$ cat src/rtl/serial_receiver.sv
// Bit-serial receiver: recovers framed bytes (start, DATA_BITS LSB-first, optional even parity, stop).
// Latency: data_valid / error pulses appear the cycle after the stop-bit sample edge.
// Backpressure: one-entry holding register; a good frame arriving while it is full and not being accepted is dropped with an overrun pulse.
//
// Ports:
//   clk, reset        single clock, synchronous active-high reset
//   serial_in         asynchronous serial line, idle high
//   data_out          received byte, meaningful while data_valid is high
//   data_valid        byte held until data_valid && data_ready
//   data_ready        consumer accept
//   parity_error      one-cycle pulse, parity mismatch (frame dropped)
//   framing_error     one-cycle pulse, stop bit low (frame dropped)
//   overrun           one-cycle pulse, good frame dropped because holding register was full
module serial_receiver #(
  parameter int DIVIDER   = 16,
  parameter int DATA_BITS = 8,
  parameter int PARITY_EN = 1
) (
  input  logic                 clk,
  input  logic                 reset,
  input  logic                 serial_in,
  output logic [DATA_BITS-1:0] data_out,
  output logic                 data_valid,
  input  logic                 data_ready,
  output logic                 parity_error,
  output logic                 framing_error,
  output logic                 overrun
);

  localparam int CW = $clog2(DIVIDER);
  localparam int BW = $clog2(DATA_BITS + 1);
  localparam logic [CW-1:0] HALF_TC  = CW'(DIVIDER / 2 - 1);
  localparam logic [CW-1:0] FULL_TC  = CW'(DIVIDER - 1);
  localparam logic [BW-1:0] LAST_BIT = BW'(DATA_BITS - 1);

  typedef enum logic [2:0] {
    IDLE,
    START,
    DATA,
    PARITY,
    STOP,
    BREAK
  } state_t;

  state_t               state;
  logic [CW-1:0]        cnt;
  logic [BW-1:0]        bit_cnt;
  logic [DATA_BITS-1:0] shreg;
  logic                 par_bad;
  logic                 sync1;
  logic                 rx_s;

  always_ff @(posedge clk) begin
    if (reset) begin
      state         <= IDLE;
      cnt           <= '0;
      bit_cnt       <= '0;
      shreg         <= '0;
      par_bad       <= 1'b0;
      sync1         <= 1'b1;
      rx_s          <= 1'b1;
      data_out      <= '0;
      data_valid    <= 1'b0;
      parity_error  <= 1'b0;
      framing_error <= 1'b0;
      overrun       <= 1'b0;
    end else begin
      sync1         <= serial_in;
      rx_s          <= sync1;
      parity_error  <= 1'b0;
      framing_error <= 1'b0;
      overrun       <= 1'b0;

      // Acceptance clears the holding register; a delivery in the STOP
      // branch below overrides this when it reloads in the same cycle.
      if (data_valid && data_ready) begin
        data_valid <= 1'b0;
      end

      case (state)
        IDLE: begin
          cnt <= '0;
          if (!rx_s) begin
            state <= START;
          end
        end

        // Re-check at mid start bit so sub-half-bit glitches are ignored.
        START: begin
          if (cnt == HALF_TC) begin
            cnt     <= '0;
            bit_cnt <= '0;
            par_bad <= 1'b0;
            state   <= rx_s ? IDLE : DATA;
          end else begin
            cnt <= cnt + CW'(1);
          end
        end

        DATA: begin
          if (cnt == FULL_TC) begin
            cnt   <= '0;
            shreg <= {rx_s, shreg[DATA_BITS-1:1]};
            if (bit_cnt == LAST_BIT) begin
              state <= (PARITY_EN != 0) ? PARITY : STOP;
            end else begin
              bit_cnt <= bit_cnt + BW'(1);
            end
          end else begin
            cnt <= cnt + CW'(1);
          end
        end

        // Even parity: the parity bit equals the XOR of the data bits.
        PARITY: begin
          if (cnt == FULL_TC) begin
            cnt     <= '0;
            par_bad <= (rx_s != ^shreg);
            state   <= STOP;
          end else begin
            cnt <= cnt + CW'(1);
          end
        end

        // A bad stop bit masks any latched parity error.
        STOP: begin
          if (cnt == FULL_TC) begin
            cnt <= '0;
            if (rx_s) begin
              if (par_bad) begin
                parity_error <= 1'b1;
              end else if (!data_valid || data_ready) begin
                data_out   <= shreg;
                data_valid <= 1'b1;
              end else begin
                overrun <= 1'b1;
              end
              state <= IDLE;
            end else begin
              framing_error <= 1'b1;
              state         <= BREAK;
            end
          end else begin
            cnt <= cnt + CW'(1);
          end
        end

        // Line held low past the stop bit: wait for it to return to idle.
        BREAK: begin
          cnt <= '0;
          if (rx_s) begin
            state <= IDLE;
          end
        end

        default: begin
          cnt   <= '0;
          state <= IDLE;
        end
      endcase
    end
  end

endmodule

$ cat config.mk
export PLATFORM = sky130hd
export DESIGN_NAME = serial_receiver
export DESIGN_NICKNAME = d
export VERILOG_FILES = /design/src/rtl/serial_receiver.sv
export SDC_FILE = /design/constraint.sdc
export NUM_CORES = 1
export LEC_CHECK = 0
export BUFFER_PORTS_ARGS = -buffer_cell sky130_fd_sc_hd__buf_2
export CORE_MARGIN = 3
export CORE_UTILIZATION = 51
export DETAILED_ROUTE_END_ITERATION = 8
export PLACE_DENSITY = 0.73
export SLEW_MARGIN = 20
export SYNTH_ARGS = -nofsm -noshare
export SYNTH_HDL_FRONTEND = slang
export SYNTH_SLANG_ARGS = --single-unit
$ cat constraint.sdc
create_clock -name clk -period 1.3 [get_ports clk]
set_input_delay 0.065 -clock clk [delete_from_list [all_inputs] [get_ports clk]]
set_output_delay 0.065 -clock clk [all_outputs]
set_load 0.02 [all_outputs]
Word level (Yosys, flattened, before mapping):

Index checks and enable logic that the tools add are counted.

* bits in registers: 34
* input bits: 4
* output and inout port bits: 12
* logic and storage cells: 80

* add/subtract/negate cells: 2
* eq/ne operators: 17
* multiplexer cells: 29
* bitwise operators: 4
* reductions and logical operators: 16

Operator list (number)
* 3-bit two-way mux: 8
* 4-bit two-way mux: 5
* 3-bit case mux with 6 select lines: 1
* 2-bit inequality test (second input constant): 8
* 4-bit case mux with 2 select lines: 2
* 1-bit two-way mux: 11
* 4-bit by 1-bit adder with 4-bit output (second input constant): 2
* 4-bit by 3-bit == test with 1-bit output (second input constant): 2
* 8-bit XOR reduction: 1
* 7-bit AND reduction: 1
* 3-bit by 2-bit == test with 1-bit output (second input constant): 2
* 3-bit == test (second input constant): 2
* 3-bit OR reduction: 2
* 5-bit AND reduction: 1
* 5-bit OR reduction: 1
* 4-bit == test (second input constant): 1
* 1-bit NOT: 4
* 4-bit AND reduction: 1
* 2-bit nonzero test: 2
* 4-bit OR reduction: 1
* 3-bit by 1-bit == test with 1-bit output (second input constant): 1
* 3-bit zero test: 1
* 3-bit AND reduction: 1
* 2-bit two-way mux: 1
* 6 further kinds: 6

Depth between registers and ports, before layout:

Gate-level depths: netlist of the first run.

* depth in word-level cells: 7
* gate-level depth with buffers: 6
* gate-level depth less buffers: 5

Least setup slack after synthesis of the first run:

No wires, ideal clock.

* kind: register to register
* from: register cnt[0]
* to: register shreg[0]
* setup time: 0.128 ns
* arrival: 1.348 ns
* data required time: 1.172 ns
* setup slack: -0.175 ns
* stages on the path, launching flop included: 6
* path buffers: 0
* period minus slack after synthesis: 1.475 ns
* cells stage by stage: dfxtp_1 -> ha_1 -> nand4_2 -> nor3_4 -> mux2i_1 -> nor2_1

* cells in the longest elaborated chain, start to end: 2

Ends and longest elaborated chain
* start, declared: RTL line 46 `logic [CW-1:0] cnt;`
* start signal, assigned: RTL line 96 `cnt <= cnt + CW'(1);`
* start signal, assigned: RTL line 110 `cnt <= cnt + CW'(1);`
* start signal, assigned: RTL line 121 `cnt <= cnt + CW'(1);`
* 4-bit == test: RTL line 101 `if (cnt == FULL_TC) begin`
* 2-bit AND reduction (no line)
* end signal, assigned: RTL line 103 `shreg <= {rx_s, shreg[DATA_BITS-1:1]};`
* end, declared: RTL line 48 `logic [DATA_BITS-1:0] shreg;`

Every way passes these cells.
A chain may end at the register's enable or synchronous reset.

Worst setup path after layout of the first run:

* from: register cnt[0]
* to: register cnt[0]

* cells in the longest elaborated chain, start to end: 3
* elaborated cells between the ends (all ways): 6
* classes of those cells: 1 x add/sub; 2 x eq/ne; 3 x mux

Ends and longest elaborated chain
* 4-bit by 1-bit adder with 4-bit output (tied with other cells)
* 4-bit two-way mux, on equally long branches
* 4-bit case mux with 2 select lines *: RTL line 80 `case (state)`

Every way passes the cells marked *; elsewhere a longest branch is shown, timed or not.

==> flow_summary.ini, run 1 <==
[status]
outcome = finished with violations
violated_checks = setup timing

[synthesis]
postSynthRegisterBits = 34
postSynthCellCount = 152
synth.distinct_cells = 39
number_of_warnings_issued_by_yosys = 0
yosysSeqAreaShare_pct = 43.5
syn_nets = 158
post_synth.cell_area_avg_um2 = 10.3
synth_area_um2 = 1570

[drt]
ant_nets = 0
drt_wl_total_um = 3260
violation_count_after_the_first_detailed_routing_iteration = 32
wirelength_met1_um = 1350
dr_vias = 1244
wire_per_inst_um = 14.4
met3RoutedLength_um = 115
drc = 0
viasPerCell = 5.50
top_layer_used = met4
route.met2.wl_um = 1750
drt-pass1-iter-count = 4

[place]
globalplace.congestion = 0.767
pre_cts_slack_ns = -0.167
io_buffers = 15
place.detailed.hpwl_um = 2260

[worst_setup_path]
timing.critical_path.cells = ha_4 -> nand3b_1 -> or3b_4 -> and2_4 -> nor3_2
worstSetupStartpoint = cnt[0]
crit_slowest_cell = sky130_fd_sc_hd__or3b_4
criticalPathCategory = register to register
startpoint_type = register
ff2ff_setup_slack_ns = -0.15
buffers_and_inverters_on_the_worst_path = 0
depth_of_the_most_critical_reg_to_reg_path = 5
maximum_cell_stage_delay_along_the_critical_path_ns = 0.41
critical_path.reg2reg.endpoint = cnt[0]
cpLargestDelayFamily = simple AND/OR/NAND/NOR gates
reg_to_reg_start = cnt[0]
critPathMaxFanout = 4
cp-endpoint = cnt[0]
path_depth = 5
cp.arrival_ns = 1.71
endpoint_kind = register
worstPathRequired_ns = 1.56

[grt]
grt_start_max_net_pins = 19
grt_antenna_before_repair = 0
first_global_vias = 1213
global_route.overflow_total = 0
grt_first_pass_wirelength_um = 5380
globalRouteTotalUtil_pct = 19.4

[die]
initial_core_util_pct = 54.9
die-height_um = 61.4
die_w_um = 61.4
row_count = 19
placeableCoreArea_um2 = 2850
die-area_um2 = 3770
io-pin-count = 16

[sta]
finalCritPeriodShare_pct = 111
tightestPinTransition_ns = 0.303
setup_slack_ns = -0.145
fin_worst_skew_ns = 0.0135
timing.slew.headroom_pct = 79.8
grt_setup_unrepaired = true
maxSlewViolCount = 0
achievable-frequency_mhz = 692
final_period_minus_worst_setup_slack_ns = 1.45
setup_viol = 20
final.setup.tns_ns = -1.50
number_of_hold_violations_in_the_final_report = 0

[power]
power.total_mw = 2.10
vdd_ir_drop_max_uv = 913
p_leak_nw = 0.886
cellPowerDensity_nw_per_um2 = 1030

[finish]
final-seq-area_um2 = 692
final_common_cell = sky130_fd_sc_hd__dfxtp_1
syn2layout_area_growth_pct = 30.8
design.final.nets = 200
antenna_cells = 0
filler_cell_count = 232
most_frequent_cells_in_the_layout = sky130_fd_sc_hd__dfxtp_1, sky130_fd_sc_hd__nor2_1, sky130_fd_sc_hd__buf_4, sky130_fd_sc_hd__mux2i_1, sky130_fd_sc_hd__buf_2
multiInputGateArea_um2 = 936
post_route_cells_drive_above_1_share_pct = 41.5

[cts]
clk_path_buf_depth = 2
cts_tree = yes
worstSkewPairLatency_ns = 0.34
numCtsBuffers = 5
clockRootBuffer = sky130_fd_sc_hd__clkbuf_4
clk_pin_slew_worst_paths_ns = 0.11
cts_num_sinks = 34
cts_max_level = 2

[min_path]
holdCritPathClass = input pin to register

[run]
cap_viol_max_count = 0
[worst register-to-register path: cells and delay by family (launching register included)]
kind / cells / cell delay (ns)
DFF: 1 / 0.35
and+or+nand+nor: 4 / 0.86
adders and majority gates: 1 / 0.18
[Yosys cell counts (all sizes together)]
| cell | count | area [um^2] |
|---|---|---|
| mux2i | 17 | 170 |
| clkbuf | 3 | 11.3 |
| o311ai | 1 | 16.3 |
| o21bai | 2 | 15.0 |
| a211o | 1 | 8.76 |
| buf | 5 | 35.0 |
| xnor3 | 2 | 45.0 |
| and3 | 2 | 12.5 |
| xnor2 | 3 | 26.3 |
| nor3 | 7 | 56.3 |
| xor2 | 4 | 35.0 |
| a21o | 1 | 7.51 |
| a21boi | 1 | 7.51 |
| nor2 | 23 | 86.3 |
| nor4 | 1 | 6.26 |
| inv | 1 | 3.75 |
| dfxtp | 34 | 681 |
| nor2b | 2 | 12.5 |
| or4bb | 1 | 11.3 |
| a21oi | 4 | 20.0 |
| nand4 | 6 | 58.8 |
| nor3b | 3 | 45.1 |
| nand2 | 3 | 11.3 |
| or3b | 2 | 17.5 |
| and2 | 1 | 6.26 |
| a41oi | 1 | 8.76 |
| nand3b | 6 | 45.0 |
| a21bo | 1 | 10.0 |
| nand2b | 4 | 25.0 |
| nand3 | 3 | 15.0 |
| or2 | 5 | 31.3 |
| ha | 2 | 25.0 |
[metrics by stage]
stage	instance area, um^2	utilization, %	hold WS, ns	std cells
6_report	2050	71.8	0.0643	226
5_1_grt	2050	71.8	0.0789	226
4_1_cts	1990	69.6	0.0575	225
3_5_place_dp	1870	65.5	0.256	213
3_3_place_gp	1870	65.5	0.249	213
2_1_floorplan	1630	-	0.169	152
[repair_timing]
item                                    4_1_cts  5_1_grt
hold buffers                                  1        0
endpoints found under the hold margin         1        0
pin swaps                                    12       10
buffers inserted                              3        2
resized for setup                             7       16
endpoints found under the setup margin       27       32
[state kept, by name, summed over array words and instances, names as in the netlist, 3 cells and up]
register	flops
state	3
shreg	8
data_out	8
cnt	4
bit_cnt	4
[layer usage]
metal,up-vias,GRT usage (%)
li1,617,-
met1,602,22.4
met2,20,34.7
met3,5,5.03
met4,0,6.36
met5,-,0
[logic make-up (layout without fill, tap and decap cells)]
group / Yosys count / in the layout / synth area share (%)
XOR/XNOR: 9 / 9 / 6.79
AO/OA/AOI/OAI: 12 / 12 / 5.99
adder cells (fa/ha/maj): 2 / 2 / 1.60
multiplexers: 17 / 17 / 10.9
buffers and inverters: 9 / 52 / 3.19
AND/OR/NAND/NOR: 69 / 69 / 28.1
flip-flops: 34 / 34 / 43.5
[worst min path at each step]
stage / startpoint / endpoint / slack, ns / cells after the start
4_1_cts: reset / bit_cnt[1] / 0.06 / 2
6_report: reset / bit_cnt[1] / 0.06 / 2
3_5_place_dp: serial_in / sync1 / 0.26 / 2
3_3_place_gp: serial_in / sync1 / 0.25 / 2
5_1_grt: reset / data_valid / 0.08 / 2
2_1_floorplan: serial_in / sync1 / 0.17 / 1
[final cells by class]
type,count,share of cell area [%]
multi-input combinational,109,45.7
sequential,34,33.8
timing repair buffer,43,15.6
clock buffer,7,2.69
tap,31,1.89
clock inverter,1,0.244
inverter,1,0.183
[where the power goes]
group	internal (mW)	switching (mW)	total, mW
clock	0.262	0.344	0.606
combinational	0.192	0.191	0.383
sequential	1.07	0.0430	1.12
(Power assumes the default switching activity.)
==> run 2: changes to the inputs <==
Settings changed: BUFFER_PORTS_ARGS -buffer_cell sky130_fd_sc_hd__buf_2 to -buffer_cell sky130_fd_sc_hd__buf_4.
==> run 2 against run 1 <==
Compared with the run above: the run still ends with setup timing left; clock power up 2%; sequential cell count unchanged; sequential share of layout area down 0.57 points; die area unchanged; core utilization up 1.2 points; clock skew about the same; register-to-register slack about the same; combinational power up 11%; worst setup slack worse by 0.0087 ns; clock-buffer cell count down 1; wire length down 5.1%; power up 1.9%; critical endpoint unchanged; largest power group unchanged.
==> flow_summary.ini, run 2 (synthesis results as in run 1) <==
[sta]
finalCritPeriodShare_pct = 112
grt_setup_unrepaired = true
setup_viol = 20
timing.slew.headroom_pct = 82.9
fin_worst_skew_ns = 0.0131
number_of_hold_violations_in_the_final_report = 0
achievable-frequency_mhz = 688
setup_slack_ns = -0.154
maxSlewViolCount = 0
tightestPinTransition_ns = 0.255
final_period_minus_worst_setup_slack_ns = 1.45
fin_hold_ws_ns = 0.0590

[worst_setup_path]
critical_path.reg2reg.endpoint = cnt[0]
worstSetupStartpoint = cnt[1]
maximum_cell_stage_delay_along_the_critical_path_ns = 0.41
criticalPathCategory = register to register
timing.critical_path.cells = ha_4 -> nand3b_1 -> or3b_4 -> and2_4 -> nor3_2
startpoint_type = register
worstPathRequired_ns = 1.55
critPathMaxFanout = 4
endpoint_kind = register
crit_slowest_cell = sky130_fd_sc_hd__or3b_4
cp-endpoint = cnt[0]
reg_to_reg_start = cnt[1]
ff2ff_setup_slack_ns = -0.15
depth_of_the_most_critical_reg_to_reg_path = 5
cp.arrival_ns = 1.71

[cts]
clockRootBuffer = sky130_fd_sc_hd__clkbuf_4
worstSkewPairLatency_ns = 0.34
cts_num_sinks = 34
cts_max_level = 2
numCtsBuffers = 5
cts_tree = yes
clk_path_buf_depth = 2
clk_pin_slew_worst_paths_ns = 0.11

[die]
die_w_um = 61.4
io-pin-count = 16
initial_core_util_pct = 54.9
placeableCoreArea_um2 = 2850
die-area_um2 = 3770
row_count = 19
die-height_um = 61.4

[finish]
filler_cell_count = 203
most_frequent_cells_in_the_layout = sky130_fd_sc_hd__buf_4, sky130_fd_sc_hd__dfxtp_1, sky130_fd_sc_hd__nor2_1, sky130_fd_sc_hd__mux2i_1
final_common_cell = sky130_fd_sc_hd__buf_4
syn2layout_area_growth_pct = 33.1
layoutNonFillerInstCount = 228
design.final.nets = 202
post_route_cells_drive_above_1_share_pct = 42.6
top_regs = data_out x8, shreg x8
antenna_cells = 0

[grt]
globalRouteTotalUtil_pct = 19.4
first_global_vias = 1165
grt_first_pass_wirelength_um = 5360
grt_antenna_before_repair = 0
global_route.overflow_total = 0
grt_start_max_net_pins = 26

[drt]
wire_per_inst_um = 13.6
violation_count_after_the_first_detailed_routing_iteration = 57
ant_nets = 0
drt-pass1-iter-count = 5
top_layer_used = met4
drc = 0
met3RoutedLength_um = 109
drt_wl_total_um = 3100
dr_vias = 1216
wirelength_met1_um = 1450
viasPerCell = 5.33
route.met2.wl_um = 1480

[place]
io_buffers = 15
place.detailed.hpwl_um = 2180
globalplace.congestion = 0.832
placed_cells = 217

[run]
cap_viol_max_count = 0

[status]
violated_checks = setup timing
outcome = finished with violations

[power]
vdd_ir_drop_max_uv = 656
cellPowerDensity_nw_per_um2 = 1030
p_leak_nw = 0.884

[min_path]
holdCritPathClass = input pin to register
run 2: cell types whose count changed in the layout (fill, tap and decap cells not counted), sizes merged:
| cell | previous run | this run |
|---|---|---|
| buf | 42 | 44 |
| clkinvlp | 0 | 1 |
| clkbuf | 7 | 6 |
run 2: cell type report:
type / count / area [um^2] / area share, %
multi-input combinational: 109 / 915 / 43.9
sequential: 34 / 692 / 33.2
timing repair buffer: 45 / 372 / 17.8
clock buffer: 6 / 51.3 / 2.46
tap: 31 / 38.8 / 1.86
clock inverter: 2 / 12.5 / 0.600
inverter: 1 / 3.75 / 0.180
run 2: critical path, delay by kind of cell (launching register included):
family                   cells  cell delay (ns)
flip-flops                   1             0.35
AND/OR/NAND/NOR              4             0.86
adder cells (fa/ha/maj)      1             0.18
run 2: power breakdown:
group          internal [mW]  leakage (nW)  switching (mW)
Clock                  0.260        0.0343           0.360
Combinational          0.231         0.572           0.195
Sequential              1.07         0.278          0.0324
run 2: worst min path at each step:
| stage | start | end | slack [ns] | depth (start not counted) |
|---|---|---|---|---|
| 6_report | reset | data_out[4] | 0.06 | 2 |
| 4_1_cts | reset | data_out[4] | 0.06 | 2 |
| 5_1_grt | reset | shreg[3] | 0.06 | 2 |
| 3_3_place_gp | serial_in | sync1 | 0.25 | 2 |
| 3_5_place_dp | serial_in | sync1 | 0.26 | 2 |
| 2_1_floorplan | serial_in | sync1 | 0.17 | 1 |
run 2: repair_timing:
| item | CTS | global route |
|---|---|---|
| resized for setup | 12 | 6 |
| pin swaps | 10 | 5 |
| endpoints found under the hold margin | 1 | 0 |
| endpoints found under the setup margin | 29 | 29 |
| setup buffers | 3 | 1 |
| gates cloned | 0 | 0 |
| hold buffers | 1 | 0 |
run 2: routing by layer:
metal | up-vias | global-route usage (%)
met4 | 0 | 7.27
met3 | 7 | 5.87
met2 | 24 | 30.2
met5 | - | 0
met1 | 569 | 25.5
li1 | 616 | -
run 2: stage by stage:
stage | cell area (um^2) | TNS (ns) | util (%) | power [mW] | worst slack (ns)
floorplan | 1630 | -1.50 | - | 1.39 | -0.0996
CTS | 2050 | -1.30 | 72.0 | 2.15 | -0.127
global placement | 1940 | -2.69 | 67.9 | 1.50 | -0.171
global route | 2080 | -3.42 | 73.1 | 2.25 | -0.207
detailed placement | 1940 | -3.08 | 67.9 | 1.51 | -0.223
finish | 2080 | -1.25 | 73.1 | 2.14 | -0.154
